--- src/rtl/rvfpm_xif_pkg.sv ---
`default_nettype none
// ============================================================================
// Package : rvfpm_xif_pkg
// Purpose : Shared types for the rvfpm CORE-V-XIF initiator. Holds the id
//           type, the initiator FSM state encoding, and the issue/result
//           payload layouts at the default XIF widths.
// Revision: 1.0 - initial release
// ============================================================================
package rvfpm_xif_pkg;

  localparam int XIF_ID_WIDTH = 4;
  localparam int XIF_XLEN     = 32;

  typedef logic [XIF_ID_WIDTH-1:0] xif_id_t;

  typedef enum logic [1:0] {
    IDLE   = 2'd0,
    ISSUE  = 2'd1,
    COMMIT = 2'd2
  } initiator_state_t;

  // Issue request payload as presented on the XIF issue interface.
  typedef struct packed {
    logic [31:0]         instr;
    logic [XIF_XLEN-1:0] rs1;
    xif_id_t             id;
  } xif_issue_req_t;

  // Result payload as returned on the XIF result interface.
  typedef struct packed {
    xif_id_t             id;
    logic [XIF_XLEN-1:0] data;
  } xif_result_t;

endpackage
`default_nettype wire

--- src/rtl/rvfpm_xif_scoreboard.sv ---
`default_nettype none
// ============================================================================
// Module  : rvfpm_xif_scoreboard
// Purpose : Per-id outstanding bits plus a running count of set bits.
//           One set port (issue) and two clear ports (commit kill, result).
//           Callers only assert a clear for an id whose bit is set, and never
//           both clears on the same id, so the count stays exact.
// Ports   : ck, rst (sync, active-low)
//           set_en/set_id           - mark id outstanding
//           kill_clr_en/kill_clr_id - retire id due to commit kill
//           res_clr_en/res_clr_id   - retire id due to result
//           valid_bits              - one bit per id
//           count                   - number of bits set
// Revision: 1.0 - initial release
// ============================================================================
module rvfpm_xif_scoreboard
  import rvfpm_xif_pkg::*;
#(
  parameter int  X_ID_WIDTH      = 4,
  parameter int  MAX_OUTSTANDING = 4,
  localparam int NUM_IDS         = 2 ** X_ID_WIDTH,
  localparam int CNT_W           = $clog2(MAX_OUTSTANDING + 1)
) (
  input  logic                  ck,
  input  logic                  rst,
  input  logic                  set_en,
  input  logic [X_ID_WIDTH-1:0] set_id,
  input  logic                  kill_clr_en,
  input  logic [X_ID_WIDTH-1:0] kill_clr_id,
  input  logic                  res_clr_en,
  input  logic [X_ID_WIDTH-1:0] res_clr_id,
  output logic [NUM_IDS-1:0]    valid_bits,
  output logic [CNT_W-1:0]      count
);

  logic [NUM_IDS-1:0] set_vec;
  logic [NUM_IDS-1:0] clr_vec;

  always_comb begin
    set_vec = '0;
    clr_vec = '0;
    if (set_en)      set_vec[set_id]      = 1'b1;
    if (kill_clr_en) clr_vec[kill_clr_id] = 1'b1;
    if (res_clr_en)  clr_vec[res_clr_id]  = 1'b1;
  end

  always_ff @(posedge ck) begin
    if (!rst) begin
      valid_bits <= '0;
      count      <= '0;
    end else begin
      // Set and clear never target the same id in one cycle (issue stalls
      // while the next id is still outstanding), so ordering is irrelevant.
      valid_bits <= (valid_bits & ~clr_vec) | set_vec;
      count      <= count + CNT_W'(set_en) - CNT_W'(kill_clr_en) - CNT_W'(res_clr_en);
    end
  end

endmodule
`default_nettype wire

--- src/rtl/rvfpm_xif_initiator.sv ---
`default_nettype none
// ============================================================================
// Module  : rvfpm_xif_initiator
// Purpose : Core-side CORE-V-XIF initiator for the rvfpm coprocessor. Takes
//           offloaded instructions from decode, issues each with a unique id,
//           commits it (optionally as a kill), tracks ids that will write an
//           X register, and forwards matching results to the X register file.
// Ports   : ck, rst (sync, active-low)
//           instr_*          - core offer (valid/ready, word, rs1, kill)
//           issue_*          - XIF issue request and response
//           commit_*         - XIF commit pulse
//           result_*         - XIF result channel
//           toXReg_valid, data_toXReg - X register write
//           instr_rejected, err_unexp_id - single-cycle status pulses
//           outstanding      - ids awaiting a result
// Revision: 1.0 - initial release
// ============================================================================
module rvfpm_xif_initiator
  import rvfpm_xif_pkg::*;
#(
  parameter int  X_ID_WIDTH      = 4,
  parameter int  XLEN            = 32,
  parameter int  MAX_OUTSTANDING = 4,
  localparam int NUM_IDS         = 2 ** X_ID_WIDTH,
  localparam int CNT_W           = $clog2(MAX_OUTSTANDING + 1)
) (
  input  logic                  ck,
  input  logic                  rst,
  input  logic                  instr_valid,
  output logic                  instr_ready,
  input  logic [31:0]           instr,
  input  logic [XLEN-1:0]       instr_rs1,
  input  logic                  instr_kill,
  output logic                  issue_valid,
  input  logic                  issue_ready,
  output logic [31:0]           issue_instr,
  output logic [XLEN-1:0]       issue_rs1,
  output logic [X_ID_WIDTH-1:0] issue_id,
  input  logic                  issue_accept,
  input  logic                  issue_writeback,
  output logic                  commit_valid,
  output logic [X_ID_WIDTH-1:0] commit_id,
  output logic                  commit_kill,
  input  logic                  result_valid,
  output logic                  result_ready,
  input  logic [X_ID_WIDTH-1:0] result_id,
  input  logic [XLEN-1:0]       result_data,
  output logic                  toXReg_valid,
  output logic [XLEN-1:0]       data_toXReg,
  output logic                  instr_rejected,
  output logic                  err_unexp_id,
  output logic [CNT_W-1:0]      outstanding
);

  initiator_state_t        state;
  logic [X_ID_WIDTH-1:0]   next_id;
  logic                    running;

  logic [NUM_IDS-1:0]      sb_bits;
  logic [CNT_W-1:0]        sb_count;

  logic                    issue_hs;
  logic                    sb_set;
  logic                    kill_hit;
  logic                    result_hs;
  logic                    result_hit;

  // running rises one cycle after reset is released; it gates both ready
  // outputs so nothing is offered while reset is asserted.
  assign result_ready = running;

  assign instr_ready = running
                    && (state == IDLE)
                    && (sb_count < CNT_W'(MAX_OUTSTANDING))
                    && !sb_bits[next_id];

  assign issue_hs  = issue_valid && issue_ready;
  assign sb_set    = issue_hs && issue_accept && issue_writeback;

  // Kill is sampled live during the single COMMIT cycle.
  assign commit_kill = commit_valid && instr_kill;
  assign kill_hit    = commit_kill && sb_bits[commit_id];

  // A kill takes precedence over a same-cycle result for the same id; that
  // result is then reported as unexpected.
  assign result_hs  = result_valid && result_ready;
  assign result_hit = result_hs && sb_bits[result_id]
                   && !(kill_hit && (result_id == commit_id));

  assign outstanding = sb_count;

  rvfpm_xif_scoreboard #(
    .X_ID_WIDTH      (X_ID_WIDTH),
    .MAX_OUTSTANDING (MAX_OUTSTANDING)
  ) u_scoreboard (
    .ck          (ck),
    .rst         (rst),
    .set_en      (sb_set),
    .set_id      (issue_id),
    .kill_clr_en (kill_hit),
    .kill_clr_id (commit_id),
    .res_clr_en  (result_hit),
    .res_clr_id  (result_id),
    .valid_bits  (sb_bits),
    .count       (sb_count)
  );

  always_ff @(posedge ck) begin
    if (!rst) begin
      state          <= IDLE;
      next_id        <= '0;
      running        <= 1'b0;
      issue_valid    <= 1'b0;
      issue_instr    <= '0;
      issue_rs1      <= '0;
      issue_id       <= '0;
      commit_valid   <= 1'b0;
      commit_id      <= '0;
      instr_rejected <= 1'b0;
      toXReg_valid   <= 1'b0;
      data_toXReg    <= '0;
      err_unexp_id   <= 1'b0;
    end else begin
      running        <= 1'b1;
      commit_valid   <= 1'b0;
      instr_rejected <= 1'b0;
      toXReg_valid   <= 1'b0;
      err_unexp_id   <= 1'b0;

      case (state)
        IDLE: begin
          if (instr_valid && instr_ready) begin
            issue_valid <= 1'b1;
            issue_instr <= instr;
            issue_rs1   <= instr_rs1;
            issue_id    <= next_id;
            state       <= ISSUE;
          end
        end
        ISSUE: begin
          // Payload registers stay untouched until the handshake.
          if (issue_ready) begin
            issue_valid <= 1'b0;
            if (issue_accept) begin
              next_id      <= next_id + 1'b1;
              commit_valid <= 1'b1;
              commit_id    <= issue_id;
              state        <= COMMIT;
            end else begin
              // Rejected ids are not consumed; the next offer reuses it.
              instr_rejected <= 1'b1;
              state          <= IDLE;
            end
          end
        end
        COMMIT: begin
          state <= IDLE;
        end
        default: begin
          state <= IDLE;
        end
      endcase

      if (result_hit) begin
        toXReg_valid <= 1'b1;
        data_toXReg  <= result_data;
      end else if (result_hs) begin
        err_unexp_id <= 1'b1;
      end
    end
  end

endmodule
`default_nettype wire
--- config.mk ---
export PLATFORM = sky130hd
export DESIGN_NAME = rvfpm_xif_initiator
export DESIGN_NICKNAME = d
export VERILOG_FILES = /design/src/rtl/rvfpm_xif_pkg.sv /design/src/rtl/rvfpm_xif_scoreboard.sv /design/src/rtl/rvfpm_xif_initiator.sv
export SDC_FILE = /design/constraint.sdc
export NUM_CORES = 1
export LEC_CHECK = 0
export ABC_CLOCK_PERIOD_IN_PS = 3000
export CORE_MARGIN = 10
export CORE_UTILIZATION = 35
export DETAILED_ROUTE_END_ITERATION = 6
export PLACE_DENSITY = 0.7
export SLEW_MARGIN = 25
export SYNTH_ARGS = -nofsm -noshare
export SYNTH_HDL_FRONTEND = slang
export SYNTH_SLANG_ARGS = --single-unit
--- constraint.sdc ---
create_clock -name ck -period 3 [get_ports ck]
set_clock_uncertainty 0.05 [all_clocks]
set_input_delay 0.3 -clock ck [delete_from_list [all_inputs] [get_ports ck]]
set_output_delay 0.3 -clock ck [all_outputs]
set_load 0.05 [all_outputs]
==> flow_summary.yaml <==
logic_synthesis:
  compound_gate_fraction_of_synth_area: 0.125
  synth_xor_xnor_area_share: 0.0127
  synth-main-ff-cell: "dfxtp_1"
  synthesis.nets: 828
  netlist_area_mm2: 0.00620
  yosys.area_share.adder: 0.0101
  netlist-cell-type-count: 42
  synth-edff-count: 0
  synth_mux_area_frac: 0.125
  synth_simple_gate_area_frac: 0.227
  synthesis.instances: 715
  share_of_synthesized_area_occupied_by_flip_flops_and_latches: 0.436
  ys_seq_elements: 135
  synth-warning-count: 0
  async_reset_ff_frac: 0
  post_syn_area_per_cell_um2: 8.67
  main_combinational_cell_family_by_area_after_synthesis: "simple AND/OR/NAND/NOR gates"
placement:
  post_placement_cell_count: 1131
  port_buffers: 222
  post-place-ws_ps: -276
  placed_inst_area_mm2: 0.00860
  finalWeightedCongestion: 0.920
  dp.final_hpwl_um: 15000
timing:
  maxSlewHeadroom: 0.497
  layout_min_cycle_time_ps: 2760
  maxClockFrequency_mhz: 362
  tns_ps: 0
  worst-slew-pin-transition_ps: 745
  setup-violations-final: 0
  setup_repair_after_global_routing_missed_its_margin: "no"
  post-route-period-util: 0.920
  slew_viol_final: 0
  hold_slack_ps: 281
  timing.final.hold_violations: 0
  postLayoutSetupSlackWorst_ps: 240
status:
  run_status: "finished clean"
clock_network:
  cts_root_buffer: "clkbuf_16"
  worst_setup_hold_path_clk_slew_ps: 60
  clock_tree.htree_level_count: 4
  clock_insertion_delay_worst_skew_ps: 410
  num_cts_buffers: 17
  postCtsSetupRepairBufs: 0
  tritoncts: "built"
  cts_num_sinks: 135
  clock_path_buffers: 2
floorplanning:
  die_span_in_y_um: 153
  row_count: 48
  die_width_um: 153
  core-area_mm2: 0.0174
  die_area_mm2: 0.0234
  num_io_pins: 223
  floorplan.initialDensity: 0.357
grt:
  first_global_vias: 5716
  grt_remaining_overflow: 0
  grt_use_total: 0.166
  first_pass_grt_wire_length_um: 31400
  grt_max_degree: 92
  antenna_found_initial: 0
power:
  pwr_density_cell_mw_per_mm2: 510
  total_power_consumption_mw: 4.72
  leakage_nw: 3.27
  vdd.ir_drop.worst_mv: 0.373
route:
  route.antenna.remaining_nets: 0
  vias: 5840
  detailedRoute.firstIterationViolations: 403
  drt-pass1-iter-count: 7
  wl_per_cell_um: 17.1
  route.detailed.drc: 0
  wirelength_um: 19900
  drt-vias-per-instance: 5.02
layout:
  finish.utilization: 0.533
  final_area_mm2: 0.00925
  most_common_library_cell_in_the_layout_ignoring_fill_and_taps: "clkdlybuf4s50_1"
  share_of_final_layout_standard_cells_stronger_than_drive_strength_1: 0.0885
  layoutNonFillerInstCount: 1163
  num_antenna_cells: 0
  num-nets-final: 1038
  fill_cells: 1611
  final_cell_mix: "clkdlybuf4s50_1, nand2_1, dfxtp_1"
  synthToLayoutAreaGrowth_pct: 49.2
setup_path:
  setup.worst_path.end_class: "output pin"
  cp_max_fo: 7
  worst_setup_path_startpoint: "next_id[0]$_SDFFE_PN0P_"
  worst-setup-path-type: "flop to output pin"
  cp_data_arrival_time_ps: 2410
  setup.reg_to_reg.worst_slack_ps: 370
  rr_startpoint: "u_scoreboard.valid_bits[6]$_SDFF_PN0_"
  timing.critical_path.from_type: "flop"
  critical_path_required_ps: 2650
worst_hold_path:
  holdCritStartpoint: "rst"
  worst_hold_class: "input pin to flop"
run:
  drv.max_cap_violation_count: 0
## state kept, by name (all words and copies together), names as in the netlist, 2 cells and up
signal and cells:
issue_instr 32, commit_id 4, u_scoreboard.valid_bits 16, data_toXReg 32
issue_rs1 32, issue_id 4, u_scoreboard.count 3, state 2
next_id 4
## repair_timing
| item | CTS | global route |
|---|---|---|
| endpoints found under the setup margin | 0 | 1 |
| gates resized for setup | 0 | 3 |
| hold buffers | 0 | 0 |
## cells in the mapped netlist (all sizes together) (2+ instances only)
master,instances,share of area
o21a,17,0.021
o21ai,83,0.067
clkbuf,37,0.024
nor2,22,0.013
a31oi,2,0.0020
mux2i,49,0.079
nor2b,15,0.015
a21oi,4,0.0032
dfxtp,135,0.44
mux4,12,0.044
or3,2,0.0020
and3,3,0.0030
a22oi,2,0.0024
ha,5,0.010
nand4,5,0.0050
xor2,5,0.0071
buf,25,0.037
a41oi,16,0.023
and2,12,0.012
nand3,78,0.063
nand3b,7,0.0085
nand2,150,0.091
nor3b,3,0.0036
xnor2,4,0.0057
nand2b,2,0.0020
nor3,5,0.0040
inv,6,0.0036
## metal layers
layer	routed length, um	vias to the layer above	global-route usage
met1	7820	2675	0.186
met2	9760	222	0.274
met5	0	-	0
li1	-	2915	-
met4	326	0	0.0563
met3	2020	28	0.0741
## where the power goes
part	total (mW)	switching, mW	internal [mW]	leakage [nW]
Sequential	1.87	0.0264	1.84	1.10
Clock	2.24	0.781	1.46	0.312
Combinational	0.611	0.346	0.264	1.86
Total	4.72	1.15	3.56	3.27
## worst paths after layout
kind / endpoint / cells after the start
max reg2reg: u_scoreboard.count[2]$_SDFF_PN0_ / 13
min: result_ready$_DFF_P_ / 1
min reg2reg: issue_rs1[30]$_SDFFE_PN0P_ / 2
max: instr_ready / 5
## cell families after synthesis
kind of cell	count (synthesis)
AO/OA/AOI/OAI	128
buffers and inverters	68
flip-flops	135
XOR/XNOR	9
adder cells (fa/ha/maj)	5
multiplexers	62
AND/OR/NAND/NOR	308
## cell type report
class,count,area (um^2),share of cell area
Clock inverter,12,173,0.0187
Sequential cell,135,2710,0.293
Inverter,6,22.5,0.00244
Clock buffer,20,467,0.0505
Timing Repair Buffer,253,2490,0.270
Multi-Input combinational cell,512,3100,0.336
Tap cell,225,282,0.0304
## worst max-delay path, stage by stage, from the launching register on
cell and delay (ps):
dfxtp_1 540, mux4_2 560, mux2i_1 370, a21oi_1 120
nor2b_1 220, buf_12 180
No activity file was read; power rests on OpenSTA's default activity.
